--- src/rtl/multicycle_ctrl.sv ---
// multicycle_ctrl: FSM sequencing a shared-memory multicycle MIPS datapath.
// Ports:
//   clk, reset (async, active-low)        clock and reset
//   Opcode, Funct, Zero                   IR fields and ALU zero flag
//   IorD, MemWrite, IRWrite, RegDst,      datapath mux selects and enables
//   MemtoReg, RegWrite, ALUSrcA, ALUSrcB,
//   ALUCtrl, PCSrc, PCEn
//   state, instret, illegal               debug state, retired count, sticky illegal flag
module multicycle_ctrl #(
    parameter int CNT_W = 32
) (
    input  logic             clk,
    input  logic             reset,
    input  logic [5:0]       Opcode,
    input  logic [5:0]       Funct,
    input  logic             Zero,
    output logic             IorD,
    output logic             MemWrite,
    output logic             IRWrite,
    output logic             RegDst,
    output logic             MemtoReg,
    output logic             RegWrite,
    output logic             ALUSrcA,
    output logic [1:0]       ALUSrcB,
    output logic [2:0]       ALUCtrl,
    output logic [1:0]       PCSrc,
    output logic             PCEn,
    output logic [3:0]       state,
    output logic [CNT_W-1:0] instret,
    output logic             illegal
);
    localparam logic [3:0] S_FETCH  = 4'd0,  S_DECODE = 4'd1,  S_MEMADR = 4'd2,
                           S_MEMRD  = 4'd3,  S_MEMWB  = 4'd4,  S_MEMWR  = 4'd5,
                           S_EXEC   = 4'd6,  S_ALUWB  = 4'd7,  S_BRANCH = 4'd8,
                           S_ADDIEX = 4'd9,  S_ADDIWB = 4'd10, S_JUMP   = 4'd11;
    localparam logic [5:0] OP_R = 6'b000000, OP_LW = 6'b100011, OP_SW = 6'b101011,
                           OP_BEQ = 6'b000100, OP_ADDI = 6'b001000, OP_J = 6'b000010;
    localparam logic [2:0] ALU_ADD = 3'b010, ALU_SUB = 3'b110, ALU_AND = 3'b000,
                           ALU_OR = 3'b001, ALU_SLT = 3'b111;

    logic [3:0]       state_q, state_d;
    logic [CNT_W-1:0] instret_q;
    logic             illegal_q, illegal_set;
    logic             retire;
    logic             funct_ok;
    logic [2:0]       funct_alu;

    always_comb begin
        funct_ok  = 1'b1;
        funct_alu = ALU_ADD;
        case (Funct)
            6'd32:   funct_alu = ALU_ADD;
            6'd34:   funct_alu = ALU_SUB;
            6'd36:   funct_alu = ALU_AND;
            6'd37:   funct_alu = ALU_OR;
            6'd42:   funct_alu = ALU_SLT;
            default: funct_ok = 1'b0;
        endcase
    end

    // Leaving any terminal state always returns to FETCH, so that edge retires one instruction.
    assign retire = (state_q == S_MEMWB) || (state_q == S_MEMWR) || (state_q == S_ALUWB) ||
                    (state_q == S_BRANCH) || (state_q == S_ADDIWB) || (state_q == S_JUMP);

    always_ff @(posedge clk or negedge reset) begin
        if (!reset) begin
            state_q   <= S_FETCH;
            instret_q <= '0;
            illegal_q <= 1'b0;
        end else begin
            state_q   <= state_d;
            instret_q <= instret_q + CNT_W'(retire);
            illegal_q <= illegal_q | illegal_set;
        end
    end

    always_comb begin
        state_d     = S_FETCH;
        illegal_set = 1'b0;
        case (state_q)
            S_FETCH:  state_d = S_DECODE;
            S_DECODE: begin
                case (Opcode)
                    OP_LW, OP_SW: state_d = S_MEMADR;
                    OP_R:         state_d = S_EXEC;
                    OP_BEQ:       state_d = S_BRANCH;
                    OP_ADDI:      state_d = S_ADDIEX;
                    OP_J:         state_d = S_JUMP;
                    default:      illegal_set = 1'b1;
                endcase
            end
            S_MEMADR: state_d = (Opcode == OP_SW) ? S_MEMWR : S_MEMRD;
            S_MEMRD:  state_d = S_MEMWB;
            S_EXEC: begin
                state_d     = S_ALUWB;
                illegal_set = !funct_ok;
            end
            S_ADDIEX: state_d = S_ADDIWB;
            default:  state_d = S_FETCH;
        endcase
    end

    always_comb begin
        IorD     = 1'b0;
        MemWrite = 1'b0;
        IRWrite  = 1'b0;
        RegDst   = 1'b0;
        MemtoReg = 1'b0;
        RegWrite = 1'b0;
        ALUSrcA  = 1'b0;
        ALUSrcB  = 2'b00;
        ALUCtrl  = ALU_ADD;
        PCSrc    = 2'b00;
        PCEn     = 1'b0;
        case (state_q)
            S_FETCH: begin
                IRWrite = 1'b1;
                ALUSrcB = 2'b01;
                PCEn    = 1'b1;
            end
            S_DECODE: ALUSrcB = 2'b11;
            S_MEMADR, S_ADDIEX: begin
                ALUSrcA = 1'b1;
                ALUSrcB = 2'b10;
            end
            S_MEMRD: IorD = 1'b1;
            S_MEMWB: begin
                MemtoReg = 1'b1;
                RegWrite = 1'b1;
            end
            S_MEMWR: begin
                IorD     = 1'b1;
                MemWrite = 1'b1;
            end
            S_EXEC: begin
                ALUSrcA = 1'b1;
                ALUCtrl = funct_alu;
            end
            S_ALUWB: begin
                RegDst   = 1'b1;
                RegWrite = 1'b1;
            end
            S_BRANCH: begin
                ALUSrcA = 1'b1;
                ALUCtrl = ALU_SUB;
                PCSrc   = 2'b01;
                PCEn    = Zero;
            end
            S_ADDIWB: RegWrite = 1'b1;
            S_JUMP: begin
                PCSrc = 2'b10;
                PCEn  = 1'b1;
            end
            default: ;
        endcase
    end

    assign state   = state_q;
    assign instret = instret_q;
    assign illegal = illegal_q;
endmodule
--- config.mk ---
export PLATFORM = sky130hd
export DESIGN_NAME = multicycle_ctrl
export DESIGN_NICKNAME = d
export VERILOG_FILES = /design/src/rtl/multicycle_ctrl.sv
export SDC_FILE = /design/constraint.sdc
export NUM_CORES = 1
export LEC_CHECK = 0
export ABC_AREA = 1
export CAP_MARGIN = 40
export CORE_ASPECT_RATIO = 0.8
export CORE_MARGIN = 1
export CORE_UTILIZATION = 45
export CTS_CLUSTER_DIAMETER = 80
export DETAILED_ROUTE_END_ITERATION = 7
export GPL_ROUTABILITY_DRIVEN = 0
export PLACE_DENSITY_LB_ADDON = 0.15
export SLEW_MARGIN = 5
export SYNTH_ARGS = -nofsm -noshare
export SYNTH_HDL_FRONTEND = slang
export SYNTH_SLANG_ARGS = --single-unit
--- constraint.sdc ---
create_clock -name clk -period 6.5 [get_ports clk]
set_clock_uncertainty 0.05 [all_clocks]
set_input_delay 1.3 -clock clk [delete_from_list [all_inputs] [get_ports clk]]
set_output_delay 1.3 -clock clk [all_outputs]
set_load 0.01 [all_outputs]
Word-level counts from Yosys, hierarchy flattened

Index checks and enable logic that the tools add are counted.

Register bits after elaboration: 37
Latch bits: 0
Bits in writable memories: 0
ROM bits: 0
Input port bits: 15
Logic and storage cells: 60
Memories: 0

Add/subtract/negate cells: 1
Multipliers: 0
Div/mod/pow operators: 0
Magnitude comparators: 0
Eq/ne operators: 21
Shift operators: 0
Muxes and demuxes: 18
Bitwise gates (word level): 1
Reductions and logical operators: 16

Operators by type and width:

| operator           | number |
|---|---|
| $eq 6x6->1 const B | 7 |
| $add 32x1->32      | 1 |
| $pmux 4 s6         | 1 |
| $pmux 4 s5         | 1 |
| $eq 4x3->1 const B | 4 |
| $eq 4x4->1 const B | 4 |
| $pmux 3 s4         | 1 |
| $mux 1             | 9 |
| $eq 4x2->1 const B | 2 |
| $reduce_or 2->1    | 4 |
| $eq 6x2->1 const B | 1 |
| $eq 6x3->1 const B | 1 |
| $eq 6x4->1 const B | 1 |
| $logic_not 6->1    | 1 |
| $pmux 2 s3         | 1 |
| $pmux 3 s2         | 1 |
| $reduce_or 6->1    | 1 |
| $logic_or 1x1->1   | 5 |
| $reduce_or 5->1    | 1 |
| $eq 4x1->1 const B | 1 |
| $logic_not 4->1    | 1 |
| $pmux 1 s2         | 2 |
| $pmux 2 s2         | 1 |
| $reduce_or 4->1    | 1 |
| other kinds (4)    | 4 |

Depth between registers and ports, before layout

Depth in word-level cells: 7
Gate-level depth with buffers: 14

Least setup slack after synthesis

OpenSTA, ideal clock, no wires.

Path kind: input to output
Start: input port Funct[5]
End: output port ALUCtrl[0]
Arrival time: 1.914 ns
Setup slack: 3.236 ns
Cell stages on the path: 6
Path buffers: 0
Path through: inv_1 > nor2_1 > nand3_1 > inv_1 > nand2_1 > a21oi_1

Longest elaborated chain between the ends: 3
Elaborated cells on any way between the ends: 6

RTL lines:

| element         | line | text |
|---|---|---|
| start, declared | 15   | `input logic [5:0] Funct,` |
| $eq 6x6->1      | 51   | `case (Funct)` |
| $pmux 3 s4 *    | 51   |  |
| $pmux 3 s2 *    | 115  | `case (state_q)` |
| end, declared   | 25   | `output logic [2:0] ALUCtrl,` |

Every way passes the cells marked *; elsewhere a longest branch is shown, timed or not.

Final worst setup path

Ends and elaborated chain as after synthesis.

==> impl_metrics.ini <==
[synthesis]
synth_ff_type = dfrtp_1
synth.avg_cell_area_um2 = 6.96
synth_nets = 345
synth_seq_cells = 37
async_flop_share_pct = 100
synth-seq-area-share_pct = 40.5
synthesis.area_mm2 = 0.00228
yosysUniqueCellTypes = 18
synth_warnings = 0
yosysTopAreaCellShare_pct = 40.5
synth.area.top_cells = dfrtp_1, nand2_1, nor2_1
syn_inst = 328
yosys.area.top_type = dfrtp_1
synth.most_common_cell = nand2_1
synthTopCellsByCount = nand2_1, nor2_1, dfrtp_1, inv_1, nand3b_1
synth_edf_count = 0

[detailed_routing]
first_pass_iters = 4
drc = 0
routed_wirelength_mm = 5.56
wl_per_cell_um = 12.1
antenna_left = 0
initialDrtViolationCount = 155
drt-vias-per-instance = 4.90
vias = 2259

[cts]
cts_inserted_buffers = 5
clockBufferDepth = 2
cts-htree-levels = 2
cts_resized = 0
cts_tree = done
postCtsHoldBufs = 0
root_buffer = clkbuf_8
post_cts.repair.setup_buffers = 0
clkLatencyLatePin_ns = 0.29
clk_pin_slew_ns = 0.07
cts_sinks = 37

[floorplan]
coreArea_mm2 = 0.00473
io-pin-count = 67
dieWidth_um = 81.6
die-area_mm2 = 0.00536
start_util_pct = 48.2
die_y_um = 65.7
rows = 22

[critical_path]
cp-end-kind = output port
cpPeakStageDelay_ns = 0.54
cp.required_ns = 5.15
cpMaxStageDelayCell = clkdlybuf4s50_1
worst-setup-path-type = in2out
cp-start-kind = input pin
crit_path_cell_trace = clkdlybuf4s50_1 > inv_1 > nor2_1 > nand3_1 > inv_1 > nand2_1 > a21oi_1 > clkdlybuf4s50_1
critPathMaxFanout = 4
cp.arrival_ns = 2.90

[run_status]
status = completed

[pwr]
total_power_mw = 0.657
power_frac_clock_pct = 24.6
p_per_area_mw_per_mm2 = 212
sw_frac_of_total_pct = 32.6
power.internal_mw = 0.442
ir_drop_uv = 122
p_comb_share_pct = 34.2
leakage_nw = 1.37
pwr-share-seq_pct = 41.2
p_sw_mw = 0.214

[final_layout]
layoutNonFillerInstCount = 461
area_growth_pct = 35.8
drive_above_1_share_pct = 7.73
nets = 418
diodes = 0
fin_area_mm2 = 0.00310
nFillCells = 422

[global_routing]
antenna_found_initial = 0
grt_max_degree = 38
overflow = 0
grt_pass1_vias = 1941
grtUsageTotal_pct = 22.6
grt_pass1_wl_mm = 9.05

[timing]
tightest_slew_ns = 0.812
setup_tns_ns = 0
drv_slew = 0
period_share_pct = 65.4
hold_viol_final = 0
setup_viol = 0
slew_headroom_pct = 45.8
rsz0062_at_grt = false
fmax_mhz = 235
finalWorstPathRequiredPeriod_ns = 4.25
hold_slack_ns = 0.426

[place]
io_buffers = 66
place_area_mm2 = 0.00301
dp_cells = 454
dp_hpwl_mm = 4.43

[hold_path]
min_path_type = reg2reg

[job]
drv_cap = 0
final timing paths:
| path | start | endpoint | slack, ns | cells after the start |
|---|---|---|---|---|
| min reg2reg | illegal$_DFF_PN0_ | illegal$_DFF_PN0_ | 0.43 | 2 |
| max | Funct[5] | ALUCtrl[0] | 2.25 | 8 |
| min | illegal$_DFF_PN0_ | illegal$_DFF_PN0_ | 0.43 | 2 |
| max reg2reg | state[1]$_DFF_PN0_ | instret[28]$_DFF_PN0_ | 4.10 | 13 |
| max in group asynchronous | reset | instret[16]$_DFF_PN0_ | 4.84 | 1 |
| min in group asynchronous | reset | illegal$_DFF_PN0_ | 1.05 | 1 |
registers in the layout (all words and copies together), names as in the netlist:
signal / count
instret: 32
illegal: 1
state: 4
placed cells by master (no fill, tap or decap), types with 5 or more instances in the layout:
cell / n
dfrtp_1: 37
nand2_1: 118
nand2_2: 5
xor2_1: 11
nand3_1: 9
inv_2: 5
nor2_2: 8
nor2_4: 5
nand3b_1: 16
nor2_1: 71
clkdlybuf4s50_1: 65
clkbuf_8: 6
inv_1: 23
routing by layer:
| layer | part of all wire [%] | up-vias | GRT usage [%] |
|---|---|---|---|
| met5 | 0 | - | 0 |
| met4 | 1.0 | 0 | 6.36 |
| met3 | 5.3 | 7 | 4.86 |
| met2 | 40 | 65 | 31.5 |
| met1 | 54 | 1029 | 34.5 |
| li1 | - | 1158 | - |
cells by family (layout without fill, tap and decap cells):
kind of cell               count (synthesis)  after routing  share of synthesized area (%)
adders and majority gates                  2              2                           1.10
and+or+nand+nor                          237            237                           45.9
xor gates and xnor gates                  15             15                           5.75
buffers and inverters                     28            101                           4.60
DFF                                       37             37                           40.5
AOI/OAI and AO/OA                          9              9                           2.08
critical path, delay by kind of cell:
kind / cells / cell delay (ns)
simple gates: 3 / 0.36
compound gates: 1 / 0.12
buf+inv: 4 / 1.11
metrics by stage:
stage | utilization [%] | setup slack (ns)
2_1_floorplan | - | 3.24
5_1_grt | 65.5 | 2.11
3_3_place_gp | 63.7 | 2.26
4_1_cts | 65.5 | 2.24
3_5_place_dp | 63.7 | 2.25
6_report | 65.5 | 2.25
power groups by stage:
| stage | Combinational (mW) | Clock, mW | Sequential, mW |
|---|---|---|---|
| after floorplan | 0.0956 | 0 | 0.280 |
| after global placement | 0.223 | 0 | 0.274 |
| after detailed placement | 0.227 | 0 | 0.275 |
| after CTS | 0.227 | 0.164 | 0.270 |
| after global routing | 0.247 | 0.175 | 0.273 |
| final | 0.225 | 0.162 | 0.270 |
layout make-up:
type / instances / area (um2) / share of cell area [%]
clock buffer: 7 / 86.3 / 2.78
multi-input combinational: 263 / 1250 / 40.4
sequential: 37 / 926 / 29.9
tap: 60 / 75.1 / 2.42
timing repair buffer: 66 / 656 / 21.1
inverter: 28 / 105 / 3.39
Power figures use the tool's default switching activity.
